File: config.mk
export PLATFORM = sky130hd
export DESIGN_NAME = mem_access_stage
export DESIGN_NICKNAME = d
export VERILOG_FILES = /design/src/rtl/core_pkg.sv /design/src/rtl/load_align.sv /design/src/rtl/mem_access_stage.sv
export SDC_FILE = /design/constraint.sdc
export NUM_CORES = 1
export LEC_CHECK = 0
export CELL_PAD_IN_SITES_DETAIL_PLACEMENT = 1
export CELL_PAD_IN_SITES_GLOBAL_PLACEMENT = 1
export CORE_MARGIN = 10
export CORE_UTILIZATION = 23
export DETAILED_ROUTE_END_ITERATION = 7
export HOLD_SLACK_MARGIN = 0.15
export PLACE_DENSITY = 0.82
export SYNTH_ARGS = -nofsm -noshare
export SYNTH_HDL_FRONTEND = slang
export SYNTH_SLANG_ARGS = --single-unit
File: constraint.sdc
create_clock -name clk -period 1.7 [get_ports clk]
set_input_delay 0.425 -clock clk [delete_from_list [all_inputs] [get_ports clk]]
set_output_delay 0.425 -clock clk [all_outputs]
set_load 0.01 [all_outputs]
File: src/rtl/core_pkg.sv
// Shared encodings for the MIPS core: access sizes, MEM-stage FSM states
// and the alignment rule used by the memory stage.
package core_pkg;

    localparam logic [1:0] SZ_BYTE = 2'b00;
    localparam logic [1:0] SZ_HALF = 2'b01;
    localparam logic [1:0] SZ_WORD = 2'b10;
    localparam logic [1:0] SZ_RSVD = 2'b11;

    typedef enum logic [1:0] {
        MA_IDLE = 2'b00,
        MA_WAIT = 2'b01,
        MA_DONE = 2'b10
    } ma_state_t;

    // Reserved size behaves as a word, so it needs full word alignment.
    function automatic logic access_misaligned(input logic [1:0] size, input logic [1:0] addr_lo);
        logic mis;
        case (size)
            SZ_BYTE: mis = 1'b0;
            SZ_HALF: mis = addr_lo[0];
            default: mis = (addr_lo != 2'b00);
        endcase
        return mis;
    endfunction

endpackage

File: src/rtl/load_align.sv
// Combinational load lane extraction and sign/zero extension.
// Kept standalone so a future data cache can reuse it.
module load_align
    import core_pkg::*;
(
    input  logic [1:0]  addr_lo,
    input  logic [1:0]  size,
    input  logic        sign_ext,
    input  logic [31:0] rdata,
    output logic [31:0] result
);

    logic [7:0]  byte_s;
    logic [15:0] half_s;

    // Select the addressed lane and extend it to 32 bits.
    always_comb begin
        byte_s = rdata[{addr_lo, 3'b000} +: 8];
        half_s = addr_lo[1] ? rdata[31:16] : rdata[15:0];
        case (size)
            SZ_BYTE: result = {{24{sign_ext & byte_s[7]}}, byte_s};
            SZ_HALF: result = {{16{sign_ext & half_s[15]}}, half_s};
            default: result = rdata;
        endcase
    end

endmodule

File: src/rtl/mem_access_stage.sv
// MEM stage of the 5-stage MIPS core: issues req/ack data memory accesses,
// stalls the pipeline until completion and presents write-back controls.
module mem_access_stage
    import core_pkg::*;
#(
    parameter int TIMEOUT_CYCLES = 255,
    parameter int TO_W           = 8
) (
    input  logic        clk,
    input  logic        rst,
    input  logic        MemRead_in,
    input  logic        MemWrite_in,
    input  logic        RegWrite_in,
    input  logic        MemToReg_in,
    input  logic [1:0]  size_in,
    input  logic        sign_ext_in,
    input  logic [31:0] alu_out_in,
    input  logic [31:0] store_data_in,
    input  logic [4:0]  rd_in,
    output logic        dmem_req,
    output logic        dmem_we,
    output logic [31:0] dmem_addr,
    output logic [3:0]  dmem_be,
    output logic [31:0] dmem_wdata,
    input  logic        dmem_ack,
    input  logic [31:0] dmem_rdata,
    output logic        stall,
    output logic        RegWrite_out,
    output logic        MemToReg_out,
    output logic [31:0] mem_data_out,
    output logic [31:0] alu_out_out,
    output logic [4:0]  rd_out,
    output logic        misalign,
    output logic        bus_err
);

    ma_state_t       state_r, state_next_s;
    logic [TO_W-1:0] to_cnt_r, to_cnt_next_s;
    logic [31:0]     load_r, load_next_s;
    logic            bus_err_r, bus_err_next_s;

    logic            op_s;
    logic            is_load_s;
    logic            misaligned_s;
    logic            timeout_s;
    logic [31:0]     load_aligned_s;

    assign op_s         = MemRead_in | MemWrite_in;
    assign is_load_s    = MemRead_in & ~MemWrite_in;
    assign misaligned_s = access_misaligned(size_in, alu_out_in[1:0]);
    assign timeout_s    = (to_cnt_r == TO_W'(TIMEOUT_CYCLES - 1));

    load_align u_load_align (
        .addr_lo  (alu_out_in[1:0]),
        .size     (size_in),
        .sign_ext (sign_ext_in),
        .rdata    (dmem_rdata),
        .result   (load_aligned_s)
    );

    // Store lane steering; EX/MEM is frozen while a request is open, so these stay stable.
    always_comb begin
        dmem_we   = MemWrite_in;
        dmem_addr = {alu_out_in[31:2], 2'b00};
        case (size_in)
            SZ_BYTE: begin
                dmem_be    = 4'b0001 << alu_out_in[1:0];
                dmem_wdata = {4{store_data_in[7:0]}};
            end
            SZ_HALF: begin
                dmem_be    = alu_out_in[1] ? 4'b1100 : 4'b0011;
                dmem_wdata = {2{store_data_in[15:0]}};
            end
            default: begin
                dmem_be    = 4'b1111;
                dmem_wdata = store_data_in;
            end
        endcase
    end

    // Access FSM next-state and MEM/WB-facing outputs.
    always_comb begin
        state_next_s   = state_r;
        to_cnt_next_s  = to_cnt_r;
        load_next_s    = load_r;
        bus_err_next_s = bus_err_r;
        dmem_req       = 1'b0;
        stall          = 1'b0;
        RegWrite_out   = RegWrite_in;
        MemToReg_out   = MemToReg_in;
        mem_data_out   = 32'h0000_0000;
        alu_out_out    = alu_out_in;
        rd_out         = rd_in;
        misalign       = 1'b0;
        bus_err        = 1'b0;

        if (rst) begin
            case (state_r)
                MA_IDLE: begin
                    if (op_s && misaligned_s) begin
                        misalign     = 1'b1;
                        RegWrite_out = 1'b0;
                    end else if (op_s) begin
                        // Write-back is held off while stalled so MEM/WB sees a bubble.
                        dmem_req       = 1'b1;
                        stall          = 1'b1;
                        RegWrite_out   = 1'b0;
                        bus_err_next_s = 1'b0;
                        if (dmem_ack) begin
                            state_next_s = MA_DONE;
                            load_next_s  = is_load_s ? load_aligned_s : 32'h0000_0000;
                        end else begin
                            state_next_s  = MA_WAIT;
                            to_cnt_next_s = {TO_W{1'b0}};
                        end
                    end else begin
                        mem_data_out = 32'h0000_0000;
                    end
                end
                MA_WAIT: begin
                    dmem_req     = 1'b1;
                    stall        = 1'b1;
                    RegWrite_out = 1'b0;
                    if (dmem_ack) begin
                        state_next_s = MA_DONE;
                        load_next_s  = is_load_s ? load_aligned_s : 32'h0000_0000;
                    end else if (timeout_s) begin
                        state_next_s   = MA_DONE;
                        bus_err_next_s = 1'b1;
                        load_next_s    = 32'h0000_0000;
                    end else begin
                        to_cnt_next_s = to_cnt_r + TO_W'(1);
                    end
                end
                MA_DONE: begin
                    mem_data_out   = load_r;
                    bus_err        = bus_err_r;
                    RegWrite_out   = RegWrite_in & ~bus_err_r;
                    bus_err_next_s = 1'b0;
                    state_next_s   = MA_IDLE;
                end
                default: begin
                    state_next_s = MA_IDLE;
                end
            endcase
        end else begin
            RegWrite_out = 1'b0;
            MemToReg_out = 1'b0;
        end
    end

    // State, timeout counter, captured load data and bus-error flag.
    always_ff @(posedge clk or negedge rst) begin
        if (!rst) begin
            state_r   <= MA_IDLE;
            to_cnt_r  <= {TO_W{1'b0}};
            load_r    <= 32'h0000_0000;
            bus_err_r <= 1'b0;
        end else begin
            state_r   <= state_next_s;
            to_cnt_r  <= to_cnt_next_s;
            load_r    <= load_next_s;
            bus_err_r <= bus_err_next_s;
        end
    end

endmodule

==> metrics.txt, run 1 <==
# TYPE chip_impl_metric gauge
chip_impl_info{name="grt_setup_unrepaired",value="yes"} 1
chip_impl_metric{name="detail_route.first_pass.iterations",unit=""} 4
chip_impl_metric{name="grt_antenna_before_repair",unit=""} 1
chip_impl_info{name="setup.worst_path.end_class",value="output port"} 1
chip_impl_metric{name="io-pin-count",unit=""} 255
chip_impl_info{name="crit_chain",value="inv_2 -> nor3_4 -> buf_6 -> buf_12 -> buf_16 -> and2_4 -> buf_6"} 1
chip_impl_metric{name="post_drt_via_cell_ratio",unit=""} 4.921
chip_impl_metric{name="clk_transition_reported_paths",unit="ps"} 70
chip_impl_metric{name="dp_hpwl",unit="mm"} 13.30
chip_impl_metric{name="first_iter_violations",unit=""} 172
chip_impl_metric{name="p_leak",unit="nW"} 2.906
chip_impl_metric{name="largest_net_degree_at_the_start_of_global_routing",unit=""} 44
chip_impl_metric{name="initial_core_util",unit="%"} 23.46
chip_impl_metric{name="slew_violations",unit=""} 0
chip_impl_metric{name="dpl.cell_count",unit=""} 776
chip_impl_metric{name="period_share",unit="%"} 116.4
chip_impl_metric{name="synth_seq_area_share",unit="%"} 27.76
chip_impl_info{name="slowest_stage",value="sky130_fd_sc_hd__dfrtp_1"} 1
chip_impl_info{name="netlist_top_cells_area",value="sky130_fd_sc_hd__dfrtp_1 28%, sky130_fd_sc_hd__buf_4 16%, sky130_fd_sc_hd__and2_1 5.6%"} 1
chip_impl_info{name="synthFlopType",value="sky130_fd_sc_hd__dfrtp_1"} 1
chip_impl_metric{name="die-area",unit="mm²"} 0.02245
chip_impl_metric{name="number_of_global_route_vias_before_repair",unit=""} 4319
chip_impl_metric{name="instance_count_of_the_mapped_netlist",unit=""} 445
chip_impl_metric{name="wirelength",unit="mm"} 19.32
chip_impl_metric{name="clock_skew",unit="ps"} 5.928
chip_impl_metric{name="row_count",unit=""} 47
chip_impl_metric{name="cts_buffer_depth",unit=""} 2
chip_impl_metric{name="report.final.setup_viol",unit=""} 78
chip_impl_metric{name="avgSynthCellArea",unit="µm²"} 8.711
chip_impl_metric{name="async_reset_ff_share",unit="%"} 100.0
chip_impl_info{name="yosys.area.top_type",value="sky130_fd_sc_hd__dfrtp_1"} 1
chip_impl_metric{name="clock_tree.htree_level_count",unit=""} 2
chip_impl_metric{name="layout-drive-gt1-share",unit="%"} 46.15
chip_impl_metric{name="setup_tns_after_final_layout",unit="ps"} -13320
chip_impl_metric{name="drc_markers",unit=""} 0
chip_impl_metric{name="critical_path.max_fanout",unit=""} 8
chip_impl_metric{name="yosys_cell_types",unit=""} 56
chip_impl_info{name="ctsRootBufferMaster",value="sky130_fd_sc_hd__clkbuf_16"} 1
chip_impl_metric{name="place.port_buffers",unit=""} 152
chip_impl_metric{name="die_x",unit="µm"} 149.8
chip_impl_metric{name="max_cap_viol_count",unit=""} 0
chip_impl_metric{name="clkSinkCount",unit=""} 43
chip_impl_info{name="violations_in_the_final_reports",value="setup timing"} 1
chip_impl_metric{name="final_net_count",unit=""} 697
chip_impl_metric{name="ant_nets",unit=""} 0
chip_impl_metric{name="postLayoutSetupSlackWorst",unit="ps"} -279.6
chip_impl_metric{name="final_estimated_routing_congestion_in_global_placement",unit=""} 0.8724
chip_impl_info{name="hp-class",value="in2async"} 1
chip_impl_metric{name="timing.final.crit_period",unit="ps"} 1980
chip_impl_metric{name="wl_per_cell",unit="µm"} 23.94
chip_impl_metric{name="groute.usage.overall",unit="%"} 15.08
chip_impl_metric{name="die_h",unit="µm"} 149.8
chip_impl_info{name="setup.worst_path.start_class",value="register"} 1
chip_impl_metric{name="insertion_delay_of_the_later_clocked_pin_in_the_worst_skew_pair",unit="ps"} 300
chip_impl_metric{name="gr-total-overflow",unit=""} 0
chip_impl_info{name="cts_tree",value="yes"} 1
chip_impl_metric{name="synth_enable_flop_cells",unit=""} 0
chip_impl_metric{name="vdd_drop_max",unit="mV"} 0.3992
chip_impl_metric{name="synth_top_cell_area_share",unit="%"} 27.76
chip_impl_metric{name="via_count",unit=""} 3971
chip_impl_metric{name="critical_path_arrival",unit="ps"} 1550
chip_impl_metric{name="finalNonFillerCells",unit=""} 807
chip_impl_metric{name="critPathMaxStageDelay",unit="ps"} 380
chip_impl_metric{name="critical_path_required",unit="ps"} 1270
chip_impl_metric{name="timing_worst_slew_pin_value",unit="ps"} 665.2
chip_impl_info{name="kind_of_cell_with_the_highest_combined_delay_on_the_critical_path",value="buffers and inverters"} 1
chip_impl_metric{name="ys_warn_count",unit=""} 0
chip_impl_metric{name="slew_headroom",unit="%"} 55.45
chip_impl_metric{name="hold_viol",unit=""} 0
chip_impl_metric{name="ys_seq_elements",unit=""} 43
chip_impl_metric{name="netlist_area_before_placement",unit="mm²"} 0.003876
chip_impl_info{name="path_common_cell",value="sky130_fd_sc_hd__buf_6"} 1
chip_impl_info{name="timing_worst_setup_path_type",value="reg2out"} 1
chip_impl_info{name="status",value="finished with violations"} 1
chip_impl_metric{name="synthToLayoutAreaGrowth",unit="%"} 66.40
chip_impl_metric{name="power_density",unit="mW/mm²"} 611.6
chip_impl_metric{name="core",unit="mm²"} 0.01652
chip_impl_metric{name="first_pass_grt_wire_length",unit="mm"} 26.34
chip_impl_metric{name="critical_path_buf_inv_count",unit=""} 5
chip_impl_metric{name="fmaxAchievable",unit="MHz"} 505.2
chip_impl_metric{name="cts_inserted_buffers",unit=""} 5
## timing repair
action,4_1_cts,5_1_grt
buffers inserted,11,5
resized for setup,422,61
endpoints found under the setup margin,120,89
hold endpoints to repair,1,0
hold buffers,1,0
gates cloned,7,2
pin swaps,27,19
## cell families after synthesis
kind of cell,synth area share (%)
other cells,0.09674
flops,27.76
fa+ha+maj,0.6455
buf+inv,20.95
mux,7.359
simple gates,19.24
compound gates,23.95
## power breakdown
group / internal [W] / leakage [nW] / switching, W / total, W
clock: 0.000560 / 0.0748 / 0.000501 / 0.00106
combinational: 0.000872 / 2.25 / 0.000705 / 0.00158
sequential: 0.00116 / 0.581 / 0.000143 / 0.00131
## cell usage in the layout (no fill, tap or decap), drive strengths merged, types with 2 or more instances in the layout
cell,synthesis,final
a211oi,14,14
mux2i,18,18
or2,3,4
nand4,2,2
dfrtp,43,43
conb,1,2
and3,5,5
nand2,40,40
nor2b,7,7
dlymetal6s2s,0,6
buf,99,157
inv,6,8
nand3,15,15
dlygate4sd2,0,21
nor2,6,6
a31oi,6,6
nor3,4,4
and2,35,35
o2bb2ai,24,24
mux2,9,9
o21ai,19,19
a22o,8,8
o221ai,2,2
diode,0,2
a211o,2,2
ha,2,2
a21o,3,3
a21oi,29,29
clkdlybuf4s50,0,52
nand2b,8,8
a32o,7,7
clkbuf,13,8
or3,2,2
## worst register-to-register path: stages (launching register included)
cell and delay [ps]:
sky130_fd_sc_hd__dfrtp_1 400, sky130_fd_sc_hd__buf_6 130, sky130_fd_sc_hd__and2b_2 250, sky130_fd_sc_hd__o311ai_4 110, sky130_fd_sc_hd__buf_6 150, sky130_fd_sc_hd__or2_4 310, sky130_fd_sc_hd__buf_12 160, sky130_fd_sc_hd__buf_12 150
sky130_fd_sc_hd__o2bb2ai_4 120
## Yosys cell counts, drive strengths merged, types with 2 or more instances
| cell | count |
|---|---|
| buf | 99 |
| dfrtp | 43 |
| nand2 | 40 |
| and2 | 35 |
| a21oi | 29 |
| o2bb2ai | 24 |
| o21ai | 19 |
| mux2i | 18 |
| nand3 | 15 |
| a211oi | 14 |
| clkbuf | 13 |
| mux2 | 9 |
| a22o | 8 |
| nand2b | 8 |
| a32o | 7 |
| nor2b | 7 |
| a31oi | 6 |
| inv | 6 |
| nor2 | 6 |
| and3 | 5 |
| nor3 | 4 |
| a21o | 3 |
| or2 | 3 |
| a211o | 2 |
| ha | 2 |
| nand4 | 2 |
| o221ai | 2 |
| or3 | 2 |
## cell type report
type | count | area [µm²]
clock buffers | 5 | 125.1
repair buffers | 242 | 2411
fillers | 1818 | 10070
diodes | 2 | 5.005
clock inverters | 3 | 26.28
inverters | 6 | 22.52
multi-input cells | 286 | 2507
well taps | 220 | 275.3
flip-flops and latches | 43 | 1077
## flip-flops by register name, indices dropped and copies added (netlist names)
signal,flops
state_r,2
load_r,32
bus_err_r,1
to_cnt_r,8
## worst paths after layout
path	to	startpoint	cells past startpoint	slack, ps
worst max-delay path	mem_data_out[26]	state_r[1]$_DFFE_PN0P_	7	-280
worst min register to register	load_r[31]$_DFFE_PN0P_	load_r[31]$_DFFE_PN0P_	1	500
worst min-delay path	to_cnt_r[1]$_DFFE_PN0P_	rst	3	390
min in group clk	load_r[31]$_DFFE_PN0P_	load_r[31]$_DFFE_PN0P_	1	500
max in group asynchronous	state_r[0]$_DFFE_PN0P_	rst	3	900
worst max register to register	load_r[0]$_DFFE_PN0P_	state_r[1]$_DFFE_PN0P_	8	-200
## layer usage
layer	share of wire, %	GRT usage [%]	vias up
met1	39	17.10	2003
met5	0	0	-
met3	5.4	3.986	43
li1	-	-	1796
met4	3.0	6.560	0
met2	52	26.06	129
## through the flow
step	worst slack [ps]	power, W	util (%)	hold slack (ps)	cell area [µm²]
global placement	-901.0	0.002490	33.29	346.4	5502
CTS	-305.4	0.003707	36.65	422.7	6056
finish	-279.6	0.003945	39.03	386.3	6450
detailed placement	-901.1	0.002542	33.29	355.3	5502
floorplan	-6.225	0.001983	-	129.4	3891
global route	-321.2	0.004090	39.02	446.6	6447
No activity file was read; power rests on OpenSTA's default activity.
==> run 2, diff against run 1 <==
--- a/config.mk
+++ b/config.mk
@@ -11,7 +11,7 @@
 export CORE_UTILIZATION = 23
 export DETAILED_ROUTE_END_ITERATION = 7
 export HOLD_SLACK_MARGIN = 0.15
-export PLACE_DENSITY = 0.82
+export PLACE_DENSITY_LB_ADDON = 0.25
 export SYNTH_ARGS = -nofsm -noshare
 export SYNTH_HDL_FRONTEND = slang
 export SYNTH_SLANG_ARGS = --single-unit
==> run 2 against run 1 <==
Net effect: the run still ends with setup timing left; register-to-register slack gained 50 ps; clock power down 4%; combinational power decreased by 9%; total power fell by 5.9%; cell area is 5.1% lower; worst hold slack worse by 110 ps; critical path depth is 4 lower; critical path type unchanged.
==> metrics.txt, run 2 (same netlist as run 1, synthesis figures left out) <==
# TYPE chip_impl_metric gauge
chip_impl_info{name="status",value="finished with violations"} 1
chip_impl_info{name="violations_in_the_final_reports",value="setup timing"} 1
chip_impl_metric{name="core",unit="mm²"} 0.01652
chip_impl_metric{name="die-area",unit="mm²"} 0.02245
chip_impl_info{name="crit_chain",value="or3_4 -> a221oi_2 -> buf_2"} 1
chip_impl_metric{name="ant_nets",unit=""} 0
chip_impl_metric{name="initial_core_util",unit="%"} 23.46
chip_impl_info{name="ctsRootBufferMaster",value="sky130_fd_sc_hd__clkbuf_16"} 1
chip_impl_metric{name="die_x",unit="µm"} 149.8
chip_impl_metric{name="layout-drive-gt1-share",unit="%"} 43.30
chip_impl_metric{name="placed_area",unit="mm²"} 0.005439
chip_impl_metric{name="final_estimated_routing_congestion_in_global_placement",unit=""} 0.8115
chip_impl_metric{name="dpl.cell_count",unit=""} 771
chip_impl_metric{name="p_leak",unit="nW"} 2.794
chip_impl_info{name="reg2reg_from",value="state_r[1]$_DFFE_PN0P_"} 1
chip_impl_metric{name="via_count",unit=""} 3711
chip_impl_info{name="setup.worst_path.start_class",value="register"} 1
chip_impl_info{name="grt_setup_unrepaired",value="yes"} 1
chip_impl_metric{name="critical_path_buf_inv_count",unit=""} 1
chip_impl_info{name="worstReg2RegEnd",value="load_r[21]$_DFFE_PN0P_"} 1
chip_impl_metric{name="timing_worst_slew_pin_value",unit="ps"} 518.1
chip_impl_metric{name="slew_violations",unit=""} 0
chip_impl_metric{name="insertion_delay_of_the_later_clocked_pin_in_the_worst_skew_pair",unit="ps"} 290
chip_impl_metric{name="grt_antenna_before_repair",unit=""} 0
chip_impl_metric{name="synthToLayoutAreaGrowth",unit="%"} 57.84
chip_impl_metric{name="clock_skew",unit="ps"} 10.42
chip_impl_metric{name="detail_route.first_pass.iterations",unit=""} 4
chip_impl_metric{name="clkSinkCount",unit=""} 43
chip_impl_metric{name="critical_path_required",unit="ps"} 1270
chip_impl_info{name="cts_tree",value="yes"} 1
chip_impl_metric{name="critical_path.max_fanout",unit=""} 3
chip_impl_metric{name="wl_per_cell",unit="µm"} 20.88
chip_impl_metric{name="wirelength",unit="mm"} 16.75
chip_impl_metric{name="clock_tree.htree_level_count",unit=""} 2
chip_impl_metric{name="design_area",unit="mm²"} 0.006118
chip_impl_metric{name="die_h",unit="µm"} 149.8
chip_impl_metric{name="timing.final.crit_period",unit="ps"} 1932
chip_impl_metric{name="largest_net_degree_at_the_start_of_global_routing",unit=""} 28
chip_impl_metric{name="slew_headroom",unit="%"} 65.30
chip_impl_metric{name="worst-r2r-setup-slack",unit="ps"} -150
chip_impl_info{name="kind_of_cell_with_the_highest_combined_delay_on_the_critical_path",value="flip-flops"} 1
chip_impl_info{name="top_regs",value="load_r (32), to_cnt_r (8), state_r (2)"} 1
chip_impl_metric{name="cts-hold-fix-buffers",unit=""} 0
chip_impl_metric{name="power_density",unit="mW/mm²"} 606.9
chip_impl_metric{name="drc_markers",unit=""} 0
chip_impl_metric{name="clk_transition_reported_paths",unit="ps"} 70
chip_impl_metric{name="dp_hpwl",unit="mm"} 13.00
chip_impl_metric{name="report.final.setup_viol",unit=""} 78
chip_impl_metric{name="vdd_drop_max",unit="mV"} 0.3210
chip_impl_metric{name="largest_register_ffs",unit=""} 32
chip_impl_metric{name="hold_viol",unit=""} 0
chip_impl_metric{name="timing.reg2reg.worst_path_depth",unit=""} 8
chip_impl_info{name="layout.cells.most_common_list",value="55 x sky130_fd_sc_hd__clkdlybuf4s50_1, 55 x sky130_fd_sc_hd__buf_4, 49 x sky130_fd_sc_hd__buf_6"} 1
chip_impl_info{name="hp-class",value="in2async"} 1
chip_impl_metric{name="place.port_buffers",unit=""} 152
chip_impl_metric{name="insertedDiodeCount",unit=""} 0
chip_impl_info{name="slowest_stage",value="sky130_fd_sc_hd__dfrtp_2"} 1
chip_impl_metric{name="row_count",unit=""} 47
chip_impl_metric{name="first_pass_grt_wire_length",unit="mm"} 25.01
chip_impl_metric{name="first_iter_violations",unit=""} 175
chip_impl_metric{name="groute.usage.overall",unit="%"} 14.34
chip_impl_info{name="timing_worst_setup_path_type",value="reg2out"} 1
chip_impl_metric{name="critical_path_arrival",unit="ps"} 1510
chip_impl_metric{name="period_share",unit="%"} 113.6
chip_impl_metric{name="postLayoutSetupSlackWorst",unit="ps"} -231.9
chip_impl_metric{name="cts_inserted_buffers",unit=""} 5
chip_impl_metric{name="max_cap_viol_count",unit=""} 0
chip_impl_metric{name="io-pin-count",unit=""} 255
chip_impl_metric{name="gr-total-overflow",unit=""} 0
chip_impl_metric{name="cts_buffer_depth",unit=""} 2
chip_impl_metric{name="critPathMaxStageDelay",unit="ps"} 440
chip_impl_metric{name="fmaxAchievable",unit="MHz"} 517.6
chip_impl_info{name="registers.top_by_ff_count",value="load_r"} 1
chip_impl_metric{name="number_of_global_route_vias_before_repair",unit=""} 4018
chip_impl_metric{name="placement.setup.worst_slack",unit="ps"} -895.6
chip_impl_metric{name="post_drt_via_cell_ratio",unit=""} 4.627
chip_impl_metric{name="finalNonFillerCells",unit=""} 802
chip_impl_metric{name="final_net_count",unit=""} 694
chip_impl_info{name="setup.worst_path.end_class",value="output port"} 1
## run 2: cell types whose count changed in the layout (fill, tap and decap cells not counted), sizes merged
cell           change
diode              -2
dlygate4sd2        +1
clkbuf             -2
clkinvlp           +1
clkdlybuf4s50      +3
buf                -3
inv                -2
dlymetal6s2s       -1
dlygate4sd3        -1
clkdlybuf4s15      +1
## run 2: worst min-delay path: cells and delay by family
kind                   cells  cell delay, ps
buffers and inverters      3             510
## run 2: layer usage
layer | share of wire (%) | vias to the layer above | GRT usage (%)
met5 | 0 | - | 0
met4 | 2.3 | 0 | 4.665
met3 | 4.4 | 25 | 3.231
met2 | 52 | 102 | 24.42
met1 | 41 | 1808 | 17.47
li1 | - | 1776 | -
## run 2: power breakdown
| group | internal, W | total [W] | switching [W] |
|---|---|---|---|
| Combinational | 0.000790 | 0.00143 | 0.000636 |
| Clock | 0.000588 | 0.00102 | 0.000432 |
| Sequential | 0.00116 | 0.00127 | 0.000104 |
| Total | 0.00254 | 0.00371 | 0.00117 |
## run 2: worst max-delay path by stage
stage | slack, ps | startpoint | to | cells after the start
floorplan | -6 | state_r[0]$_DFFE_PN0P_ | stall | 5
global placement | -900 | size_in[0] | load_r[13]$_DFFE_PN0P_ | 7
detailed placement | -900 | alu_out_in[0] | stall | 6
CTS | -310 | state_r[0]$_DFFE_PN0P_ | dmem_req | 5
global route | -310 | state_r[1]$_DFFE_PN0P_ | mem_data_out[31] | 7
finish | -230 | state_r[0]$_DFFE_PN0P_ | RegWrite_out | 3
## run 2: stage by stage
stage	total power (W)	TNS, ps	hold WS (ps)	utilization (%)
after global placement	0.002486	-72820	467.9	32.91
after detailed placement	0.002517	-75210	466.3	32.91
after CTS	0.003669	-10390	278.2	35.84
final	0.003713	-10020	274.3	37.03
after global routing	0.003922	-16210	312.9	37.03
after floorplan	0.001983	-6.225	129.4	-
## run 2: what timing repair did
| action | 4_1_cts | 5_1_grt |
|---|---|---|
| pin swaps | 21 | 17 |
| gates resized for setup | 406 | 49 |
| endpoints found under the setup margin | 120 | 89 |
| buffers inserted | 13 | 6 |
| cloned | 7 | 0 |
## run 2: cell type report
| type | instances | area, µm² |
|---|---|---|
| inverter | 6 | 22.52 |
| timing repair buffer | 239 | 2293 |
| tap | 220 | 275.3 |
| clock buffer | 6 | 138.9 |
| multi-input combinational | 286 | 2295 |
| sequential | 43 | 1077 |
| fill | 1905 | 10410 |
| clock inverter | 2 | 16.27 |
==> run 3, diff against run 2 <==
--- a/config.mk
+++ b/config.mk
@@ -8,7 +8,7 @@
 export CELL_PAD_IN_SITES_DETAIL_PLACEMENT = 1
 export CELL_PAD_IN_SITES_GLOBAL_PLACEMENT = 1
 export CORE_MARGIN = 10
-export CORE_UTILIZATION = 23
+export CORE_UTILIZATION = 27
 export DETAILED_ROUTE_END_ITERATION = 7
 export HOLD_SLACK_MARGIN = 0.15
 export PLACE_DENSITY_LB_ADDON = 0.25
==> constraint.sdc (replaced) <==
create_clock -name clk -period 2.4 [get_ports clk]
set_input_delay 0.6 -clock clk [delete_from_list [all_inputs] [get_ports clk]]
set_output_delay 0.6 -clock clk [all_outputs]
set_load 0.01 [all_outputs]
==> run 3 against run 2 <==
Net effect: the flow now finishes without violations; worst setup slack gained 280 ps; combinational power shrank 42%; via count shrank 3.7%; highest routed layer unchanged.
==> metrics.txt, run 3 (same netlist as run 1, synthesis figures left out) <==
# TYPE chip_impl_metric gauge
chip_impl_metric{name="slew_violations",unit=""} 0
chip_impl_metric{name="post_drt_via_cell_ratio",unit=""} 4.873
chip_impl_metric{name="largest_net_degree_at_the_start_of_global_routing",unit=""} 34
chip_impl_metric{name="setup_tns_after_final_layout",unit="ps"} 0
chip_impl_metric{name="insertedDiodeCount",unit=""} 0
chip_impl_metric{name="dpl.cell_count",unit=""} 719
chip_impl_metric{name="first_pass_grt_wire_length",unit="mm"} 23.63
chip_impl_metric{name="critical_path_arrival",unit="ps"} 1750
chip_impl_metric{name="largest_register_ffs",unit=""} 32
chip_impl_metric{name="slew_headroom",unit="%"} 64.66
chip_impl_metric{name="finish.utilization",unit="%"} 39.46
chip_impl_metric{name="timing.final.crit_period",unit="ps"} 2352
chip_impl_metric{name="hold_viol",unit=""} 0
chip_impl_metric{name="final_net_count",unit=""} 665
chip_impl_metric{name="layout-drive-gt1-share",unit="%"} 18.99
chip_impl_info{name="path_common_cell",value="sky130_fd_sc_hd__dlygate4sd2_1"} 1
chip_impl_metric{name="finalNonFillerCells",unit=""} 733
chip_impl_metric{name="critical_path.max_fanout",unit=""} 11
chip_impl_metric{name="io-pin-count",unit=""} 255
chip_impl_metric{name="place.port_buffers",unit=""} 152
chip_impl_metric{name="report.final.setup_viol",unit=""} 0
chip_impl_metric{name="clock_tree.htree_level_count",unit=""} 2
chip_impl_info{name="status",value="completed"} 1
chip_impl_metric{name="first_iter_violations",unit=""} 145
chip_impl_metric{name="ant_nets",unit=""} 0
chip_impl_info{name="timing_worst_setup_path_type",value="in2out"} 1
chip_impl_metric{name="critical_path_required",unit="ps"} 1800
chip_impl_metric{name="groute.usage.overall",unit="%"} 14.89
chip_impl_metric{name="max_cap_viol_count",unit=""} 0
chip_impl_info{name="reg2reg_from",value="state_r[0]$_DFFE_PN0P_"} 1
chip_impl_metric{name="worst-r2r-setup-slack",unit="ps"} 490
chip_impl_metric{name="timing_worst_slew_pin_value",unit="ps"} 528.9
chip_impl_metric{name="wirelength",unit="mm"} 15.20
chip_impl_metric{name="cts-hold-fix-buffers",unit=""} 0
chip_impl_metric{name="wl_per_cell",unit="µm"} 20.74
chip_impl_info{name="cts_tree",value="yes"} 1
chip_impl_info{name="top_regs",value="load_r (32), to_cnt_r (8), state_r (2)"} 1
chip_impl_metric{name="insertion_delay_of_the_later_clocked_pin_in_the_worst_skew_pair",unit="ps"} 290
chip_impl_metric{name="cts_buffer_depth",unit=""} 2
chip_impl_metric{name="cts_inserted_buffers",unit=""} 5
chip_impl_metric{name="row_count",unit=""} 43
chip_impl_metric{name="clock_skew",unit="ps"} 4.634
chip_impl_metric{name="detail_route.first_pass.iterations",unit=""} 4
chip_impl_metric{name="timing.hold.ws",unit="ps"} 265.0
chip_impl_metric{name="dp_hpwl",unit="mm"} 12.17
chip_impl_metric{name="final_estimated_routing_congestion_in_global_placement",unit=""} 0.8378
chip_impl_metric{name="core",unit="mm²"} 0.01399
chip_impl_metric{name="number_of_global_route_vias_before_repair",unit=""} 3927
chip_impl_metric{name="initial_core_util",unit="%"} 27.71
chip_impl_metric{name="gr-total-overflow",unit=""} 0
chip_impl_metric{name="timing.reg2reg.worst_path_depth",unit=""} 8
chip_impl_info{name="slowest_stage",value="sky130_fd_sc_hd__dlygate4sd2_1"} 1
chip_impl_info{name="layout_commonest_cell",value="sky130_fd_sc_hd__clkdlybuf4s50_1"} 1
chip_impl_metric{name="p_leak",unit="nW"} 2.572
chip_impl_info{name="crit_chain",value="dlygate4sd2_1 -> buf_6 -> nand2b_1 -> a21o_1 -> dlygate4sd2_1"} 1
chip_impl_metric{name="drc_markers",unit=""} 0
chip_impl_metric{name="die_h",unit="µm"} 139.8
chip_impl_info{name="registers.top_by_ff_count",value="load_r"} 1
chip_impl_metric{name="via_count",unit=""} 3572
chip_impl_info{name="hp-class",value="in2async"} 1
chip_impl_metric{name="period_share",unit="%"} 98.00
chip_impl_metric{name="fmaxAchievable",unit="MHz"} 425.2
chip_impl_metric{name="power_density",unit="mW/mm²"} 441.4
chip_impl_metric{name="die_x",unit="µm"} 139.8
chip_impl_info{name="layout.cells.most_common_list",value="78 x sky130_fd_sc_hd__clkdlybuf4s50_1, 65 x sky130_fd_sc_hd__dlygate4sd2_1, 46 x sky130_fd_sc_hd__buf_4"} 1
chip_impl_metric{name="critPathMaxStageDelay",unit="ps"} 330
chip_impl_metric{name="clk_transition_reported_paths",unit="ps"} 70
chip_impl_metric{name="vdd_drop_max",unit="mV"} 0.2406
chip_impl_info{name="ctsRootBufferMaster",value="sky130_fd_sc_hd__clkbuf_16"} 1
chip_impl_metric{name="die-area",unit="mm²"} 0.01955
chip_impl_metric{name="synthToLayoutAreaGrowth",unit="%"} 42.41
chip_impl_info{name="setup.worst_path.end_class",value="output port"} 1
chip_impl_info{name="setup.worst_path.start_class",value="input port"} 1
chip_impl_info{name="worstReg2RegEnd",value="load_r[5]$_DFFE_PN0P_"} 1
chip_impl_metric{name="grt_antenna_before_repair",unit=""} 0
chip_impl_metric{name="clkSinkCount",unit=""} 43
run 3: cell type report:
type,instances,area (µm²)
fill,1650,8468
timing repair buffer,211,2024
multi-input combinational,285,2017
sequential,43,1076
tap,180,225.2
clock buffer,6,138.9
inverter,6,22.52
clock inverter,2,16.27
run 3: report_power, final:
part	total, W	internal, W	switching, W
registers	0.000891	0.000824	0.0000672
clock network	0.000713	0.000416	0.000297
logic	0.000833	0.000451	0.000382
total	0.00244	0.00169	0.000746
run 3: worst max-delay path, delay by kind of cell:
kind	cells	cell delay, ps
compound gates	1	190
buf+inv	3	850
simple gates	1	110
run 3: worst max path at each step:
stage	endpoint	slack (ps)	startpoint	cells past startpoint
detailed placement	dmem_be[2]	-500	alu_out_in[0]	5
global placement	dmem_wdata[31]	-500	size_in[0]	6
global route	mem_data_out[0]	-10	state_r[0]$_DFFE_PN0P_	6
floorplan	dmem_wdata[16]	270	size_in[1]	4
CTS	RegWrite_out	2	state_r[0]$_DFFE_PN0P_	5
finish	dmem_be[2]	50	alu_out_in[0]	5
run 3: per-layer routing:
metal	up-vias	track usage [%]	routed length, µm
li1	1718	-	-
met1	1738	18.02	6432
met2	86	25.79	7713
met3	30	4.083	853
met4	0	2.717	200
met5	-	0	0
run 3: stage by stage:
| step | setup slack [ps] | power (W) | cell area (µm²) |
|---|---|---|---|
| floorplan | 266.8 | 0.001402 | 3880 |
| detailed placement | -501.8 | 0.001748 | 5330 |
| finish | 48.03 | 0.002437 | 5520 |
| global placement | -504.6 | 0.001729 | 5330 |
| CTS | 1.762 | 0.002466 | 5504 |
| global route | -10.54 | 0.002582 | 5520 |
run 3: what timing repair did:
| action | CTS | global route |
|---|---|---|
| pin swaps | 1 | 1 |
| gates cloned | 1 | 0 |
| buffers inserted | 4 | 1 |
| gates resized for setup | 96 | 9 |
| endpoints found under the setup margin | 68 | 7 |
| endpoints found under the hold margin | 0 | 0 |
